### config.mk
export PLATFORM = sky130hd
export DESIGN_NAME = ilm_iter_sched
export DESIGN_NICKNAME = d
export VERILOG_FILES = /design/src/rtl/ilm_iter_sched_pkg.sv /design/src/rtl/ilm_iter_sched_stage.sv /design/src/rtl/ilm_iter_sched.sv
export SDC_FILE = /design/constraint.sdc
export NUM_CORES = 1
export LEC_CHECK = 0
export ABC_CLOCK_PERIOD_IN_PS = 7500
export CORE_AREA = 2 2 161 163
export DETAILED_ROUTE_END_ITERATION = 8
export DIE_AREA = 0 0 163 165
export HOLD_SLACK_MARGIN = 0.15
export MAX_ROUTING_LAYER = met4
export PLACE_DENSITY_LB_ADDON = 0.15
export SKIP_CTS_REPAIR_TIMING = 1
export SLEW_MARGIN = 5
export SYNTH_ARGS = -nofsm -noshare
export SYNTH_HDL_FRONTEND = slang
export SYNTH_HIERARCHICAL = 1
export SYNTH_SLANG_ARGS = --single-unit
export TNS_END_PERCENT = 30
### constraint.sdc
create_clock -name clk -period 7.5 [get_ports clk]
set_clock_uncertainty 0.15 [all_clocks]
set_input_delay 1.5 -clock clk [delete_from_list [all_inputs] [get_ports clk]]
set_output_delay 1.5 -clock clk [all_outputs]
set_load 0.05 [all_outputs]
### src/rtl/ilm_iter_sched_pkg.sv
// Shared types and constants for the iterative logarithmic-multiplier scheduler.
package ilm_iter_sched_pkg;

    localparam int ITER_W       = 3;
    localparam int DEF_MAX_ITER = 4;

    typedef enum logic [1:0] {
        ST_IDLE = 2'd0,
        ST_RUN  = 2'd1,
        ST_DONE = 2'd2
    } ilm_state_e;

    // Zero requests still run one iteration; anything above the cap is trimmed.
    function automatic logic [ITER_W-1:0] clamp_iter(input logic [ITER_W-1:0] req,
                                                     input logic [ITER_W-1:0] max_it);
        if (req == '0)
            return {{(ITER_W-1){1'b0}}, 1'b1};
        else if (req > max_it)
            return max_it;
        else
            return req;
    endfunction

endpackage

### src/rtl/ilm_iter_sched_stage.sv
// One Mitchell-style iteration: leading-one split of both operands and partial product.
module ilm_stage
    import ilm_iter_sched_pkg::*;
#(
    parameter int N = 16
) (
    input  logic [N-1:0]   u,
    input  logic [N-1:0]   v,
    output logic [2*N-1:0] p,
    output logic [N-1:0]   u1,
    output logic [N-1:0]   v1
);

    localparam int KW = $clog2(N);

    logic [KW-1:0]  k_u;
    logic [KW-1:0]  k_v;
    logic [KW:0]    k_sum;
    logic [N-1:0]   mask_u;
    logic [N-1:0]   mask_v;
    logic [2*N-1:0] one_w;
    logic [2*N-1:0] u1_w;
    logic [2*N-1:0] v1_w;

    always_comb begin
        k_u = '0;
        k_v = '0;
        for (int i = 0; i < N; i++) begin
            if (u[i]) k_u = i[KW-1:0];
            if (v[i]) k_v = i[KW-1:0];
        end
    end

    always_comb begin
        mask_u = {{(N-1){1'b0}}, 1'b1} << k_u;
        mask_v = {{(N-1){1'b0}}, 1'b1} << k_v;
        u1     = u & ~mask_u;
        v1     = v & ~mask_v;
        k_sum  = {1'b0, k_u} + {1'b0, k_v};
        one_w  = {{(2*N-1){1'b0}}, 1'b1};
        u1_w   = {{N{1'b0}}, u1};
        v1_w   = {{N{1'b0}}, v1};
        // A zero operand has no leading one, so its product contribution is zero.
        if (u == '0 || v == '0)
            p = '0;
        else
            p = (one_w << k_sum) + (u1_w << k_v) + (v1_w << k_u);
    end

endmodule

### src/rtl/ilm_iter_sched.sv
// Iterative approximate multiplier scheduler: one ilm_stage reused once per RUN cycle.
//   state   | meaning
//   IDLE    | ready for a request, operands latched on in_valid
//   RUN     | one iteration per cycle into the saturating accumulator
//   DONE    | result presented until out_ready
module ilm_iter_sched
    import ilm_iter_sched_pkg::*;
#(
    parameter int N        = 16,
    parameter int MAX_ITER = DEF_MAX_ITER
) (
    input  logic              clk,
    input  logic              rst_n,
    input  logic              in_valid,
    output logic              in_ready,
    input  logic [N-1:0]      in_a,
    input  logic [N-1:0]      in_b,
    input  logic [ITER_W-1:0] in_iter,
    output logic              out_valid,
    input  logic              out_ready,
    output logic [2*N-1:0]    out_result,
    output logic [ITER_W-1:0] out_iter_used,
    output logic              busy
);

    localparam logic [ITER_W-1:0] MAX_IT_W = ITER_W'(MAX_ITER);

    ilm_state_e        state_q, state_d;
    logic [N-1:0]      u_q, u_d, v_q, v_d;
    logic [2*N-1:0]    acc_q, acc_d;
    logic [ITER_W-1:0] cnt_q, cnt_d, tgt_q, tgt_d;

    logic [2*N-1:0]    p;
    logic [N-1:0]      u1, v1;
    logic [2*N:0]      sum;
    logic [ITER_W-1:0] cnt_inc;

    ilm_stage #(.N(N)) u_stage (
        .u  (u_q),
        .v  (v_q),
        .p  (p),
        .u1 (u1),
        .v1 (v1)
    );

    assign sum     = {1'b0, acc_q} + {1'b0, p};
    assign cnt_inc = cnt_q + {{(ITER_W-1){1'b0}}, 1'b1};

    always_ff @(posedge clk or negedge rst_n) begin
        if (!rst_n) begin
            state_q <= ST_IDLE;
            u_q     <= '0;
            v_q     <= '0;
            acc_q   <= '0;
            cnt_q   <= '0;
            tgt_q   <= '0;
        end else begin
            state_q <= state_d;
            u_q     <= u_d;
            v_q     <= v_d;
            acc_q   <= acc_d;
            cnt_q   <= cnt_d;
            tgt_q   <= tgt_d;
        end
    end

    always_comb begin
        state_d = state_q;
        case (state_q)
            ST_IDLE: if (in_valid) state_d = ST_RUN;
            // Stop as soon as either remainder is zero: later products would all be zero.
            ST_RUN:  if (cnt_inc == tgt_q || u1 == '0 || v1 == '0) state_d = ST_DONE;
            ST_DONE: if (out_ready) state_d = ST_IDLE;
            default: state_d = ST_IDLE;
        endcase
    end

    always_comb begin
        u_d   = u_q;
        v_d   = v_q;
        acc_d = acc_q;
        cnt_d = cnt_q;
        tgt_d = tgt_q;
        if (state_q == ST_IDLE && in_valid) begin
            u_d   = in_a;
            v_d   = in_b;
            acc_d = '0;
            cnt_d = '0;
            tgt_d = clamp_iter(in_iter, MAX_IT_W);
        end else if (state_q == ST_RUN) begin
            u_d   = u1;
            v_d   = v1;
            acc_d = sum[2*N] ? {(2*N){1'b1}} : sum[2*N-1:0];
            cnt_d = cnt_inc;
        end
    end

    always_comb begin
        in_ready      = (state_q == ST_IDLE);
        busy          = (state_q != ST_IDLE);
        out_valid     = (state_q == ST_DONE);
        out_result    = acc_q;
        out_iter_used = cnt_q;
    end

endmodule

==> metrics.log <==
INFO  metric clock_root_buffer = sky130_fd_sc_hd__clkbuf_16
INFO  metric postSynth.topFlopCell = sky130_fd_sc_hd__dfrtp_1
INFO  metric critical_path_class = flop to flop
INFO  metric first_pass_iters = 5
INFO  metric worst-slew-pin-transition = 975 ps
INFO  metric layout.nets = 1778
INFO  metric number_of_distinct_library_cells_after_synthesis = 100
INFO  metric use_met2 = 42.1%
INFO  metric detailroute.via_count = 11400
INFO  metric top_level_ports = 77
INFO  metric die_width = 163 um
INFO  metric initial_core_util = 42.4%
INFO  metric worst_path_most_repeated_cell = sky130_fd_sc_hd__o21ai_2
INFO  metric antenna_violation_net_count_after_detailed_routing = 0
INFO  metric groute.usage.overall = 28.2%
INFO  metric grt_first_pass_wirelength = 57900 um
INFO  metric grt.overflow.total = 0
INFO  metric postSynth.asyncResetShare = 100%
INFO  metric grt_max_degree = 86
INFO  metric max_cap_viol_count = 0
INFO  metric maximum_buffer_depth_of_the_clock_tree = 2
INFO  metric slew_violations = 0
INFO  metric clock-sinks = 72
INFO  metric cts_made_buffers = 9
INFO  metric synth_warnings = 6
INFO  metric maxSlewHeadroom = 35.0%
INFO  metric critical_path.top_delay_family = compound AO/OA/AOI/OAI gates
INFO  metric groute.layer.met3.usage = 4.50%
INFO  metric detail_route.drc_violations = 0
INFO  metric path_buf_inv = 4
INFO  metric clock.fmax = 135 MHz
INFO  metric syn-cell-area = 10600 um^2
INFO  metric cpPeakStageDelay = 520 ps
INFO  metric rsz0062_at_grt = yes
INFO  metric grt_most_used_layer = met2
INFO  metric tritoncts = yes
INFO  metric final_critical_path_required_period = 7400 ps
INFO  metric wirelength = 37700 um
INFO  metric worst-endpoint-required = 7540 ps
INFO  metric ys_seq_elements = 72
INFO  metric postSynthAreaPerCell = 7.77 um^2
INFO  metric critical_path.slowest_cell = sky130_fd_sc_hd__fa_1
INFO  metric layout_commonest_cell = sky130_fd_sc_hd__buf_4
INFO  metric diodes = 0
INFO  metric min_path_type = flop to flop
INFO  metric die_area = 26900 um^2
INFO  metric num_rows = 58
INFO  metric hpwl = 29100 um
INFO  metric floorplan.die.height = 165 um
INFO  metric vias_in_the_first_global_route = 10800
INFO  metric synth-edff-count = 0
INFO  metric crit_path_max_fanout = 12
INFO  metric routed_wire_length_per_instance = 19.1 um
INFO  metric buffer_ports.inserted = 76
INFO  metric cts.clk_slew.worst_paths = 70 ps
INFO  metric hold_viol = 0
INFO  metric cp-end-kind = flop
INFO  metric initial_antenna_violation_count = 0
INFO  metric clk_latency = 360 ps
INFO  metric outcome = finished clean
INFO  metric part_of_the_cycle_the_worst_path_needs = 98.7%
INFO  metric commonest_non_fill_non_tap_cells_in_the_layout = 247 x sky130_fd_sc_hd__buf_4, 165 x sky130_fd_sc_hd__nand2_1, 103 x sky130_fd_sc_hd__inv_1, 103 x sky130_fd_sc_hd__a21oi_1, 98 x sky130_fd_sc_hd__nor2_1
INFO  metric area_delta_synth_final = 35.7%
INFO  metric cp.arrival = 7440 ps
INFO  metric post_synth_inst_count = 1365
INFO  metric drt_iter0_drc = 1065
INFO  metric floorplan.core_area = 25000 um^2
INFO  metric ys_seq_area_share = 17.0%
INFO  metric use_met1 = 40.6%
INFO  metric crit_path_start_kind = flop
INFO  metric report.final.setup_viol = 0
INFO  metric gp_congestion = 1.02
INFO  metric proportion_of_layout_cells_with_a_drive_suffix_above_1 = 29.0%
INFO  metric route.detailed.vias_per_inst = 5.76
INFO  metric final_core_util = 57.5%
INFO  metric cts.htree.levels = 3
-- sequential cells by signal (all words and copies together), names as in the netlist --
name,count
out_result,32
u_q,16
v_q,16
tgt_q,3
state_q,2
out_iter_used,3
-- worst reg2reg max path, delay by kind of cell (launching register included) --
family	cells	cell delay [ps]
compound gates	16	3210
simple gates	8	950
buf+inv	4	450
fa+ha+maj	6	1870
xor+xnor	1	200
flops	1	370
-- cell type report --
cell class                      instances  area [um^2]
Fill cell                            2340        10600
Tap cell                              330          413
Clock buffer                            9          225
Timing Repair Buffer                  331         2740
Clock inverter                          6         68.8
Sequential cell                        72         1810
Multi-Input combinational cell       1111         8710
Inverter                              113          437
-- worst paths after layout --
check | depth (start not counted) | startpoint | endpoint | slack (ps)
min | 2 | tgt_q[1] | tgt_q[1] | 340
min in group asynchronous | 1 | rst_n | u_q[15] | 1140
min reg2reg | 2 | tgt_q[1] | tgt_q[1] | 340
max reg2reg | 35 | u_q[2] | out_result[16] | 100
max in group asynchronous | 1 | rst_n | v_q[9] | 5390
max | 35 | u_q[2] | out_result[16] | 100
-- metrics by stage --
step / instances / hold slack, ps / worst slack (ps) / instance area (um^2) / setup TNS, ps
2_1_floorplan: 1367 / 291 / 8.51 / 10700 / 0
3_3_place_gp: 1909 / 328 / -183 / 13000 / -3220
3_5_place_dp: 1909 / 327 / -201 / 13000 / -3470
4_1_cts: 1924 / 339 / -260 / 13300 / -5380
5_1_grt: 1972 / 380 / -186 / 14400 / -3880
6_report: 1972 / 337 / 101 / 14400 / 0
-- layer usage --
metal	wire, um	up-vias
li1	-	5444
met1	18000	5434
met2	16500	442
met3	2740	38
met4	501	0
met5	0	-
-- cells by family after synthesis --
kind of cell,Yosys count,share of synthesized area (%)
adders and majority gates,101,14.3
and+or+nand+nor,448,20.1
buffers and inverters,184,7.89
DFF,72,17.0
AOI/OAI and AO/OA,440,29.9
other,2,0.0708
xor gates and xnor gates,60,4.95
muxes,58,5.79
-- synthesized netlist by cell type, types with 28 or more instances --
cell type / n / area (um^2)
sky130_fd_sc_hd__mux2i_1: 52 / 521
sky130_fd_sc_hd__a31oi_1: 30 / 188
sky130_fd_sc_hd__clkbuf_1: 38 / 143
sky130_fd_sc_hd__nor2_1: 115 / 432
sky130_fd_sc_hd__nand2_1: 171 / 642
sky130_fd_sc_hd__ha_1: 67 / 838
sky130_fd_sc_hd__o21ai_0: 63 / 315
sky130_fd_sc_hd__a22oi_1: 35 / 263
sky130_fd_sc_hd__dfrtp_1: 72 / 1800
sky130_fd_sc_hd__a21oi_1: 116 / 581
sky130_fd_sc_hd__nand3_1: 28 / 140
sky130_fd_sc_hd__a21o_1: 34 / 255
sky130_fd_sc_hd__inv_1: 104 / 390
sky130_fd_sc_hd__xnor2_1: 33 / 289
sky130_fd_sc_hd__fa_1: 34 / 681
Power is left out: the tool's default activity adds up to more than one toggle a clock period on the data nets, which glitch-free logic cannot reach.
